[src/rtl/add_sub_multiciclo.sv]
// Multi-cycle adder/subtractor: a WIDTH-bit operation is processed CHUNK bits per clock
// through a registered carry chain. A START/BUSY/DONE handshake lets the ULA control FSM
// launch an operation and wait for completion. Flags are registered alongside the result,
// so outputs only ever change at completion or reset.
module add_sub_multiciclo #(
  parameter int unsigned WIDTH = 16,
  parameter int unsigned CHUNK = 4   // WIDTH must be a multiple of CHUNK
) (
  input  logic             clk_i,
  input  logic             rst_i,       // synchronous, active-high
  input  logic             start_i,
  input  logic             sub_i,
  input  logic [WIDTH-1:0] a_i,
  input  logic [WIDTH-1:0] b_i,
  input  logic             carry_in_i,
  output logic [WIDTH-1:0] resultado_o,
  output logic             carry_out_o,
  output logic             overflow_o,
  output logic             zero_o,
  output logic             busy_o,
  output logic             done_o
);

  localparam int unsigned N  = WIDTH / CHUNK;
  localparam int unsigned KW = (N > 1) ? $clog2(N) : 1;

  typedef enum logic [1:0] {StIdle, StCalc, StFim} state_e;

  state_e           state_q, state_d;
  logic [WIDTH-1:0] a_q, a_d;
  logic [WIDTH-1:0] b_q, b_d;          // B already inverted for subtraction
  logic             c_q, c_d;          // carry between chunks
  logic [KW-1:0]    k_q, k_d;          // chunk index
  logic [WIDTH-1:0] work_q, work_d;    // partial sum, never exposed
  logic [WIDTH-1:0] resultado_q, resultado_d;
  logic             carry_out_q, carry_out_d;
  logic             overflow_q, overflow_d;
  logic             zero_q, zero_d;

  int unsigned      k_idx;
  logic             last_chunk;
  logic [CHUNK:0]   chunk_sum;
  logic             accept;

  // Chunk adder: one CHUNK-wide slice of A + Bx plus the registered carry.
  always_comb begin
    k_idx      = 32'(k_q) * CHUNK;
    last_chunk = (k_q == KW'(N - 1));
    chunk_sum  = {1'b0, a_q[k_idx +: CHUNK]} + {1'b0, b_q[k_idx +: CHUNK]}
               + {{CHUNK{1'b0}}, c_q};
  end

  // Next-state and datapath update; outputs move only on the last chunk.
  always_comb begin
    state_d     = state_q;
    a_d         = a_q;
    b_d         = b_q;
    c_d         = c_q;
    k_d         = k_q;
    work_d      = work_q;
    resultado_d = resultado_q;
    carry_out_d = carry_out_q;
    overflow_d  = overflow_q;
    zero_d      = zero_q;
    accept      = 1'b0;

    unique case (state_q)
      StIdle: accept = start_i;
      StCalc: begin
        work_d[k_idx +: CHUNK] = chunk_sum[CHUNK-1:0];
        c_d                    = chunk_sum[CHUNK];
        k_d                    = k_q + KW'(1);
        if (last_chunk) begin
          state_d     = StFim;
          k_d         = '0;
          resultado_d = work_d;
          carry_out_d = chunk_sum[CHUNK];
          // Carry into the MSB recovered as a ^ b ^ sum at the MSB position.
          overflow_d  = chunk_sum[CHUNK]
                      ^ (a_q[WIDTH-1] ^ b_q[WIDTH-1] ^ chunk_sum[CHUNK-1]);
          zero_d      = (work_d == '0);
        end
      end
      StFim: begin
        accept  = start_i;
        state_d = StIdle;
      end
      default: state_d = StIdle;
    endcase

    // Subtraction is A + ~B + ~borrow_in, so invert B and the carry-in once here.
    if (accept) begin
      state_d = StCalc;
      a_d     = a_i;
      b_d     = b_i ^ {WIDTH{sub_i}};
      c_d     = carry_in_i ^ sub_i;
      k_d     = '0;
      work_d  = '0;
    end
  end

  // State and datapath registers with synchronous reset; reset aborts any operation.
  always_ff @(posedge clk_i) begin
    if (rst_i) begin
      state_q     <= StIdle;
      a_q         <= '0;
      b_q         <= '0;
      c_q         <= 1'b0;
      k_q         <= '0;
      work_q      <= '0;
      resultado_q <= '0;
      carry_out_q <= 1'b0;
      overflow_q  <= 1'b0;
      zero_q      <= 1'b0;
    end else begin
      state_q     <= state_d;
      a_q         <= a_d;
      b_q         <= b_d;
      c_q         <= c_d;
      k_q         <= k_d;
      work_q      <= work_d;
      resultado_q <= resultado_d;
      carry_out_q <= carry_out_d;
      overflow_q  <= overflow_d;
      zero_q      <= zero_d;
    end
  end

  assign resultado_o = resultado_q;
  assign carry_out_o = carry_out_q;
  assign overflow_o  = overflow_q;
  assign zero_o      = zero_q;
  assign busy_o      = (state_q == StCalc);
  assign done_o      = (state_q == StFim);

endmodule

[config.mk]
export PLATFORM = sky130hd
export DESIGN_NAME = add_sub_multiciclo
export DESIGN_NICKNAME = d
export VERILOG_FILES = /design/src/rtl/add_sub_multiciclo.sv
export SDC_FILE = /design/constraint.sdc
export NUM_CORES = 1
export LEC_CHECK = 0
export BUFFER_PORTS_ARGS = -buffer_cell sky130_fd_sc_hd__buf_4
export CAP_MARGIN = 10
export CORE_AREA = 8 8 81 112
export CTS_CLUSTER_DIAMETER = 100
export CTS_CLUSTER_SIZE = 10
export DETAILED_ROUTE_END_ITERATION = 10
export DIE_AREA = 0 0 89 120
export PLACE_DENSITY = 0.72
export SKIP_LAST_GASP = 1
export SYNTH_ARGS = -nofsm -noshare
export SYNTH_HDL_FRONTEND = slang
export SYNTH_SLANG_ARGS = --single-unit
[constraint.sdc]
create_clock -name clk_i -period 3.5 [get_ports clk_i]
set_input_delay 0.175 -clock clk_i [delete_from_list [all_inputs] [get_ports clk_i]]
set_output_delay 0.175 -clock clk_i [all_outputs]
set_load 0.005 [all_outputs]
==> run_results.csv <==
group,metric,value,unit
clocking,cts.sinks,72,
synthesis,syn-num-nets,440,
synthesis,async_flop_share,0,%
setup_path,slowest_delay,0.66,ns
placement,place_ws,0.519,ns
setup_path,r2r_end,"work_q[5]$_SDFFE_PP0P_",
global_route,track_usage,15.9,%
clocking,numCtsBuffers,9,
setup_path,critical_path_required,3.75,ns
setup_path,crit_slowest_cell,"dfxtp_1",
setup_path,critical_path_depth,7,
timing,worst_slack,0.547,ns
placement,portBuffers,57,
synthesis,synth_cells,392,
cells_and_area,insertedDiodeCount,0,
synthesis,yosys.area_share.simple,18.5,%
timing,tightest_slew,1.03,ns
setup_path,reg2reg_depth,7,
die,ioPinCount,58,
cells_and_area,regArea,1440,um^2
drt,dr_total_vias,2825,
die,initial_core_util,46.1,%
timing,setup_tns,0,ns
clocking,cts_resized,0,
drt,first_pass_iters,4,
cells_and_area,fillerInstances,728,
synthesis,synth_edf_count,0,
clocking,cts_tree,"built",
clocking,post-cts-setup-buffers,0,
setup_path,endpoint,"work_q[5]$_SDFFE_PP0P_",
global_route,antenna_found_initial,0,
die,core,7510,um^2
setup_path,path_delay_family,"adder cells",
drt,postRouteAntennaNets,0,
setup_path,path_class,"reg2reg",
synthesis,synthesis.area,3460,um^2
drt,viasPerCell,5.25,
clocking,cts_root_buf,"clkbuf_8",
synthesis,synthMuxAreaShare,5.53,%
run,drv_cap,0,
drt,routedWlPerCell,14.9,um
clocking,htreeDepth,3,
synthesis,synth_top_family_by_area,"compound AO/OA/AOI/OAI gates",
setup_path,crit_buf_inv,1,
power,p_leak,0.00162,uW
setup_path,crit_fanout,9,
timing,finalCritPeriodShare,84.4,%
drt,wl,8000,um
die,rows,38,
global_route,grt_overflow,0,
timing,hold_viol_final,0,
timing,clock.fmax,0.339,GHz
status,status,"completed",
die,dieArea,10700,um^2
synthesis,synth.avg_cell_area,8.84,um^2
placement,gp_congestion,0.807,
timing,max-slew-margin-rel,31.1,%
clocking,clk_latency,0.35,ns
cells_and_area,multi_input_area,1850,um^2
synthesis,synth_xor_area_share,5.78,%
synthesis,synth-compound-area-share,18.8,%
synthesis,seq_area_frac_synth,41.6,%
power,power.density,495,nW/um^2
synthesis,synth_flop_cell,"dfxtp_1",
timing,rsz0062_at_grt,"no",
setup_path,crit_path_frequent_cell,"fa_1",
die,die_w,89,um
synthesis,synth_warnings,0,
timing,fin_skew,0.00871,ns
worst_hold_path,hold_class,"in2reg",
clocking,cts_buffer_depth,2,
placement,hpwl,5780,um
setup_path,r2r_slack,0.55,ns
setup_path,crit_path_end_kind,"flop",
cells_and_area,fin_util,55.5,%
power,vdd_drop_max,395,uV
timing,maxSlewViolCount,0,
cells_and_area,layout-drive-gt1-share,21.0,%
timing,setup_violations,0,
global_route,grt_max_degree,58,
drt,dr.first_iter.drc_count,156,
die,die_y,120,um
synthesis,synth_fa_ha_area_share,4.41,%
timing,finalCriticalPeriod,2.95,ns
cells_and_area,nets,481,
setup_path,startpoint_type,"flop",
synthesis,ys_ff_latch,72,
cells_and_area,syn_to_final_growth,20.4,%
drt,drc,0,
clocking,clkTransAtPathRegs,0.07,ns
global_route,grt_pass1_vias,2901,
setup_path,r2r_start,"k_q[0]$_SDFFE_PP0P_",
global_route,grt_pass1_wl,13400,um
setup_path,cp_cell_sequence,"mux4_2 -> fa_1 -> inv_1 -> fa_1 -> nor2_1 -> a41oi_1 -> a211oi_1",
setup_path,critPathArrivalTime,3.20,ns
setup_path,crit_start,"k_q[0]$_SDFFE_PP0P_",
clocking,cts_hold_buf,0,
synthesis,synth.distinct_cells,42,
## stage by stage
stage | hold WS [ns] | total power [uW] | cells | area, um^2
2_1_floorplan | 0.311 | 1130 | 392 | 3460
3_3_place_gp | 0.423 | 1210 | 522 | 3900
3_5_place_dp | 0.434 | 1210 | 522 | 3900
4_1_cts | 0.0583 | 2080 | 538 | 4170
5_1_grt | 0.0622 | 2160 | 538 | 4170
6_report | 0.0728 | 2060 | 538 | 4170
## layer usage
metal	routed length [um]	track usage (%)	vias to the layer above	share of wire [%]
li1	-	-	1459	-
met1	3340	17.5	1275	42
met2	4020	26.8	71	50
met3	367	4.72	20	4.6
met4	277	7.73	0	3.5
met5	0	0	-	0
## logic make-up after synthesis
| family | after synthesis |
|---|---|
| buffers and inverters | 39 |
| flip-flops | 72 |
| AND/OR/NAND/NOR | 141 |
| adder cells (fa/ha/maj) | 11 |
| XOR/XNOR | 22 |
| AO/OA/AOI/OAI | 98 |
| multiplexers | 9 |
## cell type report
class	instances	area share, %
multi-input combinational	281	44.3
sequential	72	34.6
timing repair buffer	61	11.0
clock buffer	11	3.39
clock inverter	5	3.06
tap	100	3.00
inverter	8	0.720
## report_power, final
group | total, uW | internal [uW] | switching [uW]
logic | 303 | 135 | 168
registers | 891 | 861 | 29.9
clock network | 869 | 565 | 303
## layout by cell type, fill, tap and decap left out, types with 3 or more instances in the layout
cell type / count
buf_4: 61
mux4_2: 8
nor2b_1: 16
a41oi_1: 3
nor3_1: 6
inv_1: 7
o21ai_0: 4
xnor2_1: 20
nand2b_1: 4
a211oi_1: 43
a31oi_1: 8
clkbuf_8: 10
nor2_1: 66
a21oi_1: 31
nand2_1: 36
ha_1: 9
bufinv_16: 4
o22ai_1: 3
dfxtp_1: 72
## tightest hold or removal path, delay by kind of cell
| family | cells | cell delay [ns] |
|---|---|---|
| buffers and inverters | 1 | 0.11 |
| AO/OA/AOI/OAI | 1 | 0.05 |
| AND/OR/NAND/NOR | 1 | 0.05 |
## flip-flops by register name, indices dropped and copies added, names as in the netlist
name,flops
k_q,2
b_q,16
overflow_o,1
a_q,16
carry_out_o,1
work_q,16
resultado_o,16
zero_o,1
state_q,2
c_q,1
## how the worst min path moves through the flow
| stage | to | cells after the start | start | slack [ns] |
|---|---|---|---|---|
| after floorplan | a_q[0]$_SDFFE_PP0P_ | 2 | a_i[0] | 0.31 |
| after global routing | a_q[3]$_SDFFE_PP0P_ | 3 | a_i[3] | 0.06 |
| final | a_q[11]$_SDFFE_PP0P_ | 3 | a_i[11] | 0.07 |
| after CTS | a_q[11]$_SDFFE_PP0P_ | 3 | a_i[11] | 0.06 |
| after global placement | a_q[3]$_SDFFE_PP0P_ | 3 | a_i[3] | 0.42 |
| after detailed placement | a_q[11]$_SDFFE_PP0P_ | 3 | a_i[11] | 0.43 |
## synth_stat cells, drive strengths merged, types with 2 or more instances
library cell / instances / area share, %
mux4: 8 / 5.2
nor3: 6 / 0.87
o22ai: 3 / 0.54
nor2b: 18 / 3.5
nand3b: 2 / 0.43
a31oi: 8 / 1.4
ha: 9 / 3.3
nor2: 66 / 7.2
a41oi: 3 / 0.76
xnor2: 21 / 5.5
nor3b: 2 / 0.43
buf: 15 / 2.4
nand2b: 4 / 0.72
clkbuf: 16 / 2.0
fa: 2 / 1.2
a21o: 2 / 0.43
inv: 8 / 0.87
dfxtp: 72 / 42
nand2: 36 / 3.9
a211oi: 43 / 9.3
a21oi: 32 / 4.7
o21ai: 4 / 0.58
(Power assumes the default switching activity.)
